File: src/rtl/pwm_seq_ctrl_if.sv
// pwm_seq_ctrl_if: write bus into the sequence FIFO of pwm_seq_ctrl.
//   wr_valid  master -> slave  write request
//   wr_ready  slave  -> master FIFO can accept (not full)
//   wr_data   master -> slave  compare set, channel k at [k*DATA_WIDTH +: DATA_WIDTH]
interface pwm_seq_ctrl_if #(
  parameter int CHN_NUM    = 4,
  parameter int DATA_WIDTH = 16
);
  logic                          wr_valid;
  logic                          wr_ready;
  logic [CHN_NUM*DATA_WIDTH-1:0] wr_data;

  modport master (output wr_valid, output wr_data, input wr_ready);
  modport slave  (input wr_valid, input wr_data, output wr_ready);
endinterface

File: src/rtl/pwm_seq_ctrl.sv
// pwm_seq_ctrl: duty-cycle sequencer in front of the 4-channel PWM core.
// Software queues compare sets in a FIFO; each set is applied and held for
// (rpt_i+1) PWM periods, advancing at the period boundary. A sticky interrupt
// flags sequence completion or a low FIFO level so software can refill.
// Ports:
//   clk_i, rst_i   clock, synchronous active-high reset
//   en_i           run enable (level)
//   flush_i        empty the FIFO (pulse), wins over a same-cycle write
//   rpt_i          extra periods per entry, captured when an entry loads
//   wr_bus         FIFO write handshake (slave side)
//   period_end_i   PWM counter wrap pulse
//   cmp_o          active compare set; cmp_upd_o pulses when it changes
//   level_o        FIFO occupancy
//   busy_o         sequencer running
//   irq_clr_i      clear sticky flags (pulse)
//   irq_o          done_flag | lwm_flag
//
// state | meaning
// ------+--------------------------------------------------------------
// IDLE  | not sequencing; loads the FIFO head as soon as en_i and data
// RUN   | holding cmp_o, counting periods, advancing at period ends
module pwm_seq_ctrl #(
  parameter int CHN_NUM    = 4,
  parameter int DATA_WIDTH = 16,
  parameter int FIFO_DEPTH = 8,
  parameter int LWM        = 2
) (
  input  logic                               clk_i,
  input  logic                               rst_i,
  input  logic                               en_i,
  input  logic                               flush_i,
  input  logic [7:0]                         rpt_i,
  pwm_seq_ctrl_if.slave                      wr_bus,
  input  logic                               period_end_i,
  output logic [CHN_NUM*DATA_WIDTH-1:0]      cmp_o,
  output logic                               cmp_upd_o,
  output logic [$clog2(FIFO_DEPTH):0]        level_o,
  output logic                               busy_o,
  input  logic                               irq_clr_i,
  output logic                               irq_o
);

  localparam int CMP_W = CHN_NUM * DATA_WIDTH;
  localparam int PTR_W = $clog2(FIFO_DEPTH);
  localparam int LVL_W = PTR_W + 1;

  typedef enum logic {ST_IDLE = 1'b0, ST_RUN = 1'b1} state_t;

  logic [CMP_W-1:0] mem_q [FIFO_DEPTH];
  logic [PTR_W-1:0] wr_ptr_q, wr_ptr_d;
  logic [PTR_W-1:0] rd_ptr_q, rd_ptr_d;
  logic [LVL_W-1:0] count_q, count_d;

  state_t           state_q, state_d;
  logic [7:0]       rep_q, rep_d;
  logic [CMP_W-1:0] cmp_q, cmp_d;
  logic             upd_q, upd_d;
  logic             done_q, done_d;
  logic             lwm_q, lwm_d;

  logic             wr_fire;
  logic             pop;
  logic             done_set;
  logic             lwm_set;
  logic             fifo_full;
  logic             fifo_empty;

  assign fifo_full  = (count_q == LVL_W'(FIFO_DEPTH));
  assign fifo_empty = (count_q == '0);
  assign wr_fire    = wr_bus.wr_valid & ~fifo_full & ~flush_i;

  // The FSM decides on count_q, so a write landing in the same cycle as a
  // pop from an empty FIFO is not seen until the following cycle.
  always_comb begin
    state_d  = state_q;
    rep_d    = rep_q;
    cmp_d    = cmp_q;
    upd_d    = 1'b0;
    pop      = 1'b0;
    done_set = 1'b0;
    case (state_q)
      ST_IDLE: begin
        if (en_i && !fifo_empty) begin
          pop     = 1'b1;
          cmp_d   = mem_q[rd_ptr_q];
          upd_d   = 1'b1;
          rep_d   = rpt_i;
          state_d = ST_RUN;
        end
      end
      ST_RUN: begin
        if (!en_i) begin
          rep_d   = '0;
          state_d = ST_IDLE;
        end else if (period_end_i) begin
          if (rep_q != '0) begin
            rep_d = rep_q - 8'd1;
          end else if (!fifo_empty) begin
            pop   = 1'b1;
            cmp_d = mem_q[rd_ptr_q];
            upd_d = 1'b1;
            rep_d = rpt_i;
          end else begin
            done_set = 1'b1;
            state_d  = ST_IDLE;
          end
        end
      end
      default: state_d = ST_IDLE;
    endcase
  end

  always_comb begin
    wr_ptr_d = wr_ptr_q;
    rd_ptr_d = rd_ptr_q;
    count_d  = count_q;
    if (flush_i) begin
      wr_ptr_d = '0;
      rd_ptr_d = '0;
      count_d  = '0;
    end else begin
      if (wr_fire) wr_ptr_d = wr_ptr_q + PTR_W'(1);
      if (pop)     rd_ptr_d = rd_ptr_q + PTR_W'(1);
      count_d = count_q + LVL_W'(wr_fire) - LVL_W'(pop);
    end
  end

  // Low-watermark only counts pops made while already running.
  assign lwm_set = pop && (state_q == ST_RUN) && (count_d <= LVL_W'(LWM));

  // A set event beats a simultaneous clear.
  assign done_d = done_set | (done_q & ~irq_clr_i);
  assign lwm_d  = lwm_set  | (lwm_q  & ~irq_clr_i);

  always_ff @(posedge clk_i) begin
    if (rst_i) begin
      state_q  <= ST_IDLE;
      rep_q    <= '0;
      cmp_q    <= '0;
      upd_q    <= 1'b0;
      done_q   <= 1'b0;
      lwm_q    <= 1'b0;
      wr_ptr_q <= '0;
      rd_ptr_q <= '0;
      count_q  <= '0;
    end else begin
      state_q  <= state_d;
      rep_q    <= rep_d;
      cmp_q    <= cmp_d;
      upd_q    <= upd_d;
      done_q   <= done_d;
      lwm_q    <= lwm_d;
      wr_ptr_q <= wr_ptr_d;
      rd_ptr_q <= rd_ptr_d;
      count_q  <= count_d;
    end
  end

  // Storage needs no reset; occupancy tracking alone defines valid entries.
  always_ff @(posedge clk_i) begin
    if (wr_fire) mem_q[wr_ptr_q] <= wr_bus.wr_data;
  end

  assign wr_bus.wr_ready = ~fifo_full;
  assign cmp_o           = cmp_q;
  assign cmp_upd_o       = upd_q;
  assign level_o         = count_q;
  assign busy_o          = (state_q == ST_RUN);
  assign irq_o           = done_q | lwm_q;

endmodule
File: src/flat_wrapper.sv
// flat-port wrapper written by rule: the top's interface ports become plain ports
module pwm_seq_ctrl_flat 
#(
  parameter int CHN_NUM    = 4,
  parameter int DATA_WIDTH = 16,
  parameter int FIFO_DEPTH = 8,
  parameter int LWM        = 2
)
  (clk_i, rst_i, en_i, flush_i, rpt_i, period_end_i, cmp_o, cmp_upd_o, level_o, busy_o, irq_clr_i, irq_o, wr_bus_wr_valid, wr_bus_wr_data, wr_bus_wr_ready);
  pwm_seq_ctrl_if #(.CHN_NUM(CHN_NUM), .DATA_WIDTH(DATA_WIDTH)) wr_bus_i ();
  input  logic clk_i;
  input  logic rst_i;
  input  logic en_i;
  input  logic flush_i;
  input  logic [7:0] rpt_i;
  input  logic period_end_i;
  output logic [CHN_NUM*DATA_WIDTH-1:0] cmp_o;
  output logic cmp_upd_o;
  output logic [$clog2(FIFO_DEPTH):0] level_o;
  output logic busy_o;
  input  logic irq_clr_i;
  output logic irq_o;
  input wire logic [$bits(wr_bus_i.wr_valid)-1:0] wr_bus_wr_valid;
  input wire logic [$bits(wr_bus_i.wr_data)-1:0] wr_bus_wr_data;
  output wire logic [$bits(wr_bus_i.wr_ready)-1:0] wr_bus_wr_ready;
  assign wr_bus_i.wr_valid = wr_bus_wr_valid;
  assign wr_bus_i.wr_data = wr_bus_wr_data;
  assign wr_bus_wr_ready = wr_bus_i.wr_ready;
  pwm_seq_ctrl #(.CHN_NUM(CHN_NUM), .DATA_WIDTH(DATA_WIDTH), .FIFO_DEPTH(FIFO_DEPTH), .LWM(LWM)) u_core (.clk_i(clk_i), .rst_i(rst_i), .en_i(en_i), .flush_i(flush_i), .rpt_i(rpt_i), .wr_bus(wr_bus_i), .period_end_i(period_end_i), .cmp_o(cmp_o), .cmp_upd_o(cmp_upd_o), .level_o(level_o), .busy_o(busy_o), .irq_clr_i(irq_clr_i), .irq_o(irq_o));
endmodule
File: config.mk
export PLATFORM = sky130hd
export DESIGN_NAME = pwm_seq_ctrl_flat
export DESIGN_NICKNAME = d
export VERILOG_FILES = /design/src/rtl/pwm_seq_ctrl_if.sv /design/src/rtl/pwm_seq_ctrl.sv /design/src/flat_wrapper.sv
export SDC_FILE = /design/constraint.sdc
export NUM_CORES = 1
export LEC_CHECK = 0
export CAP_MARGIN = 25
export CORE_ASPECT_RATIO = 0.6
export CORE_UTILIZATION = 54
export CTS_CLUSTER_SIZE = 8
export DETAILED_ROUTE_END_ITERATION = 16
export GPL_TIMING_DRIVEN = 0
export PLACE_DENSITY_LB_ADDON = 0.3
export REMOVE_ABC_BUFFERS = 1
export SYNTH_ARGS = -nofsm -noshare
export SYNTH_HDL_FRONTEND = slang
export SYNTH_SLANG_ARGS = --single-unit
export TNS_END_PERCENT = 100
File: constraint.sdc
create_clock -name clk_i -period 10.47 [get_ports clk_i]
set_input_delay 1.5705 -clock clk_i [delete_from_list [all_inputs] [get_ports clk_i]]
set_output_delay 1.5705 -clock clk_i [all_outputs]
set_load 0.02 [all_outputs]
### Word-level counts from Yosys, hierarchy flattened

Memory sizes are Yosys's and may differ from the RTL's. A register that Yosys moved wholly into a read port is not among the register bits.
Index checks and enable logic that the tools add are counted.

| word-level totals | value |
|---|---|
| output and inout bits | 72 |
| bits of input ports | 79 |
| memories | 1 |
| register bits after elaboration | 86 |
| logic and storage cells | 76 |
| memory bits (writable) | 512 |

| cells by class | value |
|---|---|
| bitwise logic cells | 11 |
| reductions and logical operators | 9 |
| magnitude comparators | 1 |
| add/sub/neg operators | 5 |
| eq/ne operators | 8 |
| mux-type cells | 32 |

Memories:

| memory | words | width | rd ports | clocked after memory_dff | wr ports | line | text |
|---|---|---|---|---|---|---|---|
| u_core.mem_q | 8 | 64 | 1 | 1 | 1 | pwm_seq_ctrl.sv:49 | `logic [CMP_W-1:0] mem_q [FIFO_DEPTH];` |

Operator list:

| cell | number |
|---|---|
| two-way mux 64 bit | 5 |
| case mux 64 bit (2 select lines) | 1 |
| two-way mux 8 bit | 5 |
| case mux 8 bit (2 select lines) | 1 |
| two-way mux 1 bit | 15 |
| != test 2 bit, second input constant | 4 |
| nonzero test 8 bit | 1 |
| subtractor 8 x 1 -> 8 bit, second input constant | 1 |
| adder 3 x 1 -> 3 bit, second input constant | 2 |
| two-way mux 3 bit | 2 |
| AND reduction 5 bit | 1 |
| adder 4 x 1 -> 4 bit | 1 |
| bitwise AND 1 bit | 4 |
| == test 4 bit, second input constant | 1 |
| less-or-equal comparator 4 x 2 -> 1 bit, second input constant | 1 |
| zero test 4 bit | 1 |
| two-way mux 4 bit | 1 |
| != test 4 bit, second input constant | 1 |
| inverter 1 bit | 4 |
| case mux 1 bit (2 select lines) | 2 |
| subtractor 4 x 1 -> 4 bit | 1 |
| logical AND 1 bit | 3 |
| != test 3 bit, second input constant | 1 |
| bitwise OR 1 bit | 3 |
| 4 further kinds | 4 |

### Logic depth before layout (Yosys ltp)

| logic depth | value |
|---|---|
| word-level depth | 11 |
| mapped depth | 17 |
| gate-level depth less buffers | 14 |

### Worst setup path before layout

OpenSTA, ideal clock, no wires.

| timing path | value |
|---|---|
| path kind | in2reg |
| start point | in flush_i |
| end point | mem u_core.mem_q[0][0] in the netlist's numbering, enable pin |
| path slack | 1895 ps |
| stages | 2 |
| arrival time | 7930 ps |
| data required time | 9825 ps |
| library setup time | 645 ps |
| buffers on the path | 0 |
| cell sequence | nand3b_1 > nor4_1 |

| between the ends | value |
|---|---|
| longest elaborated chain between the ends | 4 |

RTL lines:

| what | line | text |
|---|---|---|
| from (decl) | flat_wrapper.sv:14 | `input logic flush_i;` |
| inverter 1 bit | pwm_seq_ctrl.sv:70 | `assign wr_fire = wr_bus.wr_valid & ~fifo_full & ~flush_i;` |
| bitwise AND 1 bit | pwm_seq_ctrl.sv:70 |  |
| two-way mux 1 bit | pwm_seq_ctrl.sv:161 | `if (wr_fire) mem_q[wr_ptr_q] <= wr_bus.wr_data;` |
| two-way mux 1 bit (not written as such) | pwm_seq_ctrl.sv:161 |  |
| to (decl) | pwm_seq_ctrl.sv:49 |  |

Every way passes these cells.

### Worst setup path after layout

| timing path | value |
|---|---|
| start point | in period_end_i |
| end point | reg u_core.lwm_q |

| between the ends | value |
|---|---|
| longest elaborated chain between the ends | 8 |
| elaborated cells between the ends (all ways) | 9 |
| classes of those cells | add/sub (1); order compare (1); mux (4); bitwise (1); reduce/logical (2) |

RTL lines:

| what | line | text |
|---|---|---|
| from (decl) | flat_wrapper.sv:16 | `input logic period_end_i;` |
| two-way mux 1 bit * | pwm_seq_ctrl.sv:95 | `end else if (period_end_i) begin` |
| two-way mux 1 bit * | pwm_seq_ctrl.sv:92 | `if (!en_i) begin` |
| case mux 1 bit (2 select lines) * | pwm_seq_ctrl.sv:81 | `case (state_q)` |
| net u_core.pop | pwm_seq_ctrl.sv:62 | `logic pop;` |
| subtractor 4 x 1 -> 4 bit | pwm_seq_ctrl.sv:124 | `count_d = count_q + LVL_W'(wr_fire) - LVL_W'(pop);` |
| two-way mux 4 bit | pwm_seq_ctrl.sv:117 | `if (flush_i) begin` |
| less-or-equal comparator 4 x 2 -> 1 bit | pwm_seq_ctrl.sv:129 | `assign lwm_set = pop && (state_q == ST_RUN) && (count_d <= LVL_W'(LWM));` |
| logical AND 1 bit * | pwm_seq_ctrl.sv:129 |  |
| bitwise OR 1 bit * | pwm_seq_ctrl.sv:133 | `assign lwm_d = lwm_set \| (lwm_q & ~irq_clr_i);` |
| to (signal assigned) | pwm_seq_ctrl.sv:152 | `lwm_q <= lwm_d;` |
| to (decl) | pwm_seq_ctrl.sv:59 | `logic lwm_q, lwm_d;` |

The timed path passes the listed nets; every way through them passes the cells marked *.
A chain may end at the register's enable or synchronous reset.

==> run metrics <==
GRT Overall Usage=23.96%; minimum clock period=5.153 ns; via count=12330; vias in the first global route=12850; Vias per Instance=5.950; Setup Fix Bufs, Post-CTS=0; placed inst area=0.02595 mm2; Post-synth ARST share=0%; share of layout cells above drive strength 1=20.60%; gr ovfl total=0; fin cells=2072; Cell Area, Synth=0.02302 mm2; post-synth cell types=52; row count=58; Ports=151; final instance area=0.02845 mm2; number of routed nets with antenna violations=0; Clock Latency Late Sink=0.61 ns; Layout area overhead=23.60%; CP max FO=36; fin crit share=49.22%; crit path kind=input pin to flip-flop; Layout fillers=2738; Synth area leaders=edfxtp_1, mux4_2, dfxtp_1; f_max=194.0 MHz; residual DRC count=0; Hold Buf Count CTS=0; final wirelength=50390 um; antenna violations before repair=5; sequential fraction of the synthesis area=74.54%; CTS Buf Count=85; Die H=161.9 um; Pre-antenna DRT Iters=5; Bufs on Longest Clock Path=3; total power=6712 uW; Placed Cells=1915; setup violators final=0; first-pass GRT wire length=77180 um; Die X=268.5 um; IO Port Bufs=150; Hold Vio Cnt, Final=0; CTS root buf=clkbuf_16; Crit path required time=11.02 ns; starting density of the core=54.87%; WL/cell=24.32 um; DP Worst Slack=4.703 ns; Hold Path Class=flip-flop to flip-flop; Pwr per Cell Area=235.9 mW/mm2; fin. max-slew vios=0; detailed-placement wirelength estimate=29730 um; leading area contributor after synthesis=edfxtp_1; Final TNS setup=0 ns; Startpoint Class=input pin; RSZ-0062 raised after global routing=false; R2R setup slack=5.72 ns; CTS tree=built; relative slew slack=30.85%; largest net degree at the start of global routing=79; status=completed; Synth Flop Type=edfxtp_1; full die area=0.04348 mm2; Clock Skews=0.02370 ns; flop and latch count out of synthesis=601; Peak supply drop=0.1256 mV; Worst-path clk slew=0.05 ns; setup ws final=5.317 ns; syn_area_per_cell=19.07 um2; count leader, synth=edfxtp_1; max-cap viol count=0; crit path DAT=5.70 ns; CTS-repair resized insts=0; Final GP Congestion=0.8026; post-synth top area share=66.80%; clock sink count=601; synth cell count leaders=edfxtp_1, mux4_2, dfxtp_1; Ys Warns=0; Core Box Area=0.04195 mm2; Final #Nets=1523; Lkg Pwr=0.008935 uW; drt first-iter violations=1194; H-tree depth=3; Gate Count Post-Synth=1207; Post-synth EDFFs=512; Worst-Margin Slew=1.032 ns; crit end category=flip-flop
critical path: stages:
cell	delay, ns
clkdlybuf4s50_1	0.49
a31oi_4	0.58
buf_12	0.27
buf_16	0.19
or2_4	0.51
buf_12	0.31
inv_1	0.10
ha_1	0.29
inv_1	0.04
ha_1	0.20
fa_1	0.41
xnor2_1	0.22
nand3_1	0.11
nor4_1	0.19
a211o_1	0.18
where the power goes:
group          internal, uW  switching [uW]
registers              2780             129
clock network          1540             975
logic                   597             693
total                  4910            1800
metrics by stage:
step | hold slack [ns] | util (%)
3_5_place_dp | 0.4472 | 61.86
4_1_cts | 0.4554 | 67.79
5_1_grt | 0.4682 | 67.83
6_report | 0.4504 | 67.83
3_3_place_gp | 0.4420 | 59.35
2_1_floorplan | 0.4344 | -
state kept, by name, indices dropped and copies added (netlist names), named ones only:
name	count
u_core.cmp_o	64
u_core.rep_q	8
u_core.wr_ptr_q	3
u_core.done_q	1
u_core.lwm_q	1
u_core.busy_o	1
u_core.level_o	4
u_core.rd_ptr_q	3
u_core.mem_q	512
u_core.cmp_upd_o	1
area by class of cell:
| type | instances | area (um2) | area share (%) |
|---|---|---|---|
| Sequential cell | 601 | 17170 | 60.34 |
| Multi-Input combinational cell | 450 | 5294 | 18.61 |
| Timing Repair Buffer | 216 | 2486 | 8.739 |
| Clock buffer | 147 | 2381 | 8.369 |
| Tap cell | 570 | 713.2 | 2.507 |
| Inverter | 79 | 296.5 | 1.042 |
| Clock inverter | 7 | 106.4 | 0.3738 |
| Antenna cell | 2 | 5.005 | 0.01759 |
path summary, 6_finish.rpt:
kind / endpoint / startpoint / cells past startpoint
worst min-delay path: u_core.cmp_o[47]$_SDFFE_PP0P_ / u_core.cmp_o[47]$_SDFFE_PP0P_ / 2
worst max-delay path: u_core.lwm_q$_SDFF_PP0_ / period_end_i / 15
worst min register to register: u_core.cmp_o[47]$_SDFFE_PP0P_ / u_core.cmp_o[47]$_SDFFE_PP0P_ / 2
worst max register to register: u_core.lwm_q$_SDFF_PP0_ / u_core.rep_q[0]$_SDFFE_PP0P_ / 17
layout by cell type (no fill, tap or decap), types with 3 or more instances in the layout:
cell type / count
a2111oi_0: 64
a211oi_1: 71
a21o_1: 3
a21oi_1: 8
a22oi_1: 3
a32oi_1: 3
buf_12: 9
buf_16: 12
buf_4: 12
buf_6: 31
buf_8: 3
clkbuf_1: 61
clkbuf_16: 86
clkdlybuf4s50_1: 149
clkinv_8: 3
dfxtp_1: 86
dfxtp_4: 3
edfxtp_1: 512
ha_1: 10
inv_1: 79
mux4_2: 128
nand2_1: 15
nand2b_1: 7
nand3_1: 4
nor2_1: 10
nor2_4: 3
nor2b_1: 66
nor3_2: 4
o32ai_1: 4
per-layer routing:
layer  vias up  track usage [%]  wire (um)
met5         -                0         37
met4         6            7.490        941
met3        88            5.200       3035
met2       427            37.95      24460
met1      6389            33.63      21910
li1       5419                -          -
kinds of logic (layout without fill, tap and decap cells):
logic type               count (synthesis)  count (layout)  synth area share [%]
buffers and inverters                  156             449                 2.756
AO/OA/AOI/OAI                          171             171                 5.898
adder cells (fa/ha/maj)                 11              11                0.6306
other                                    0               2                     0
flip-flops                             601             601                 74.54
multiplexers                           128             128                 12.52
XOR/XNOR                                 4               4                0.1522
AND/OR/NAND/NOR                        136             136                 3.501
Power figures use the tool's default switching activity.
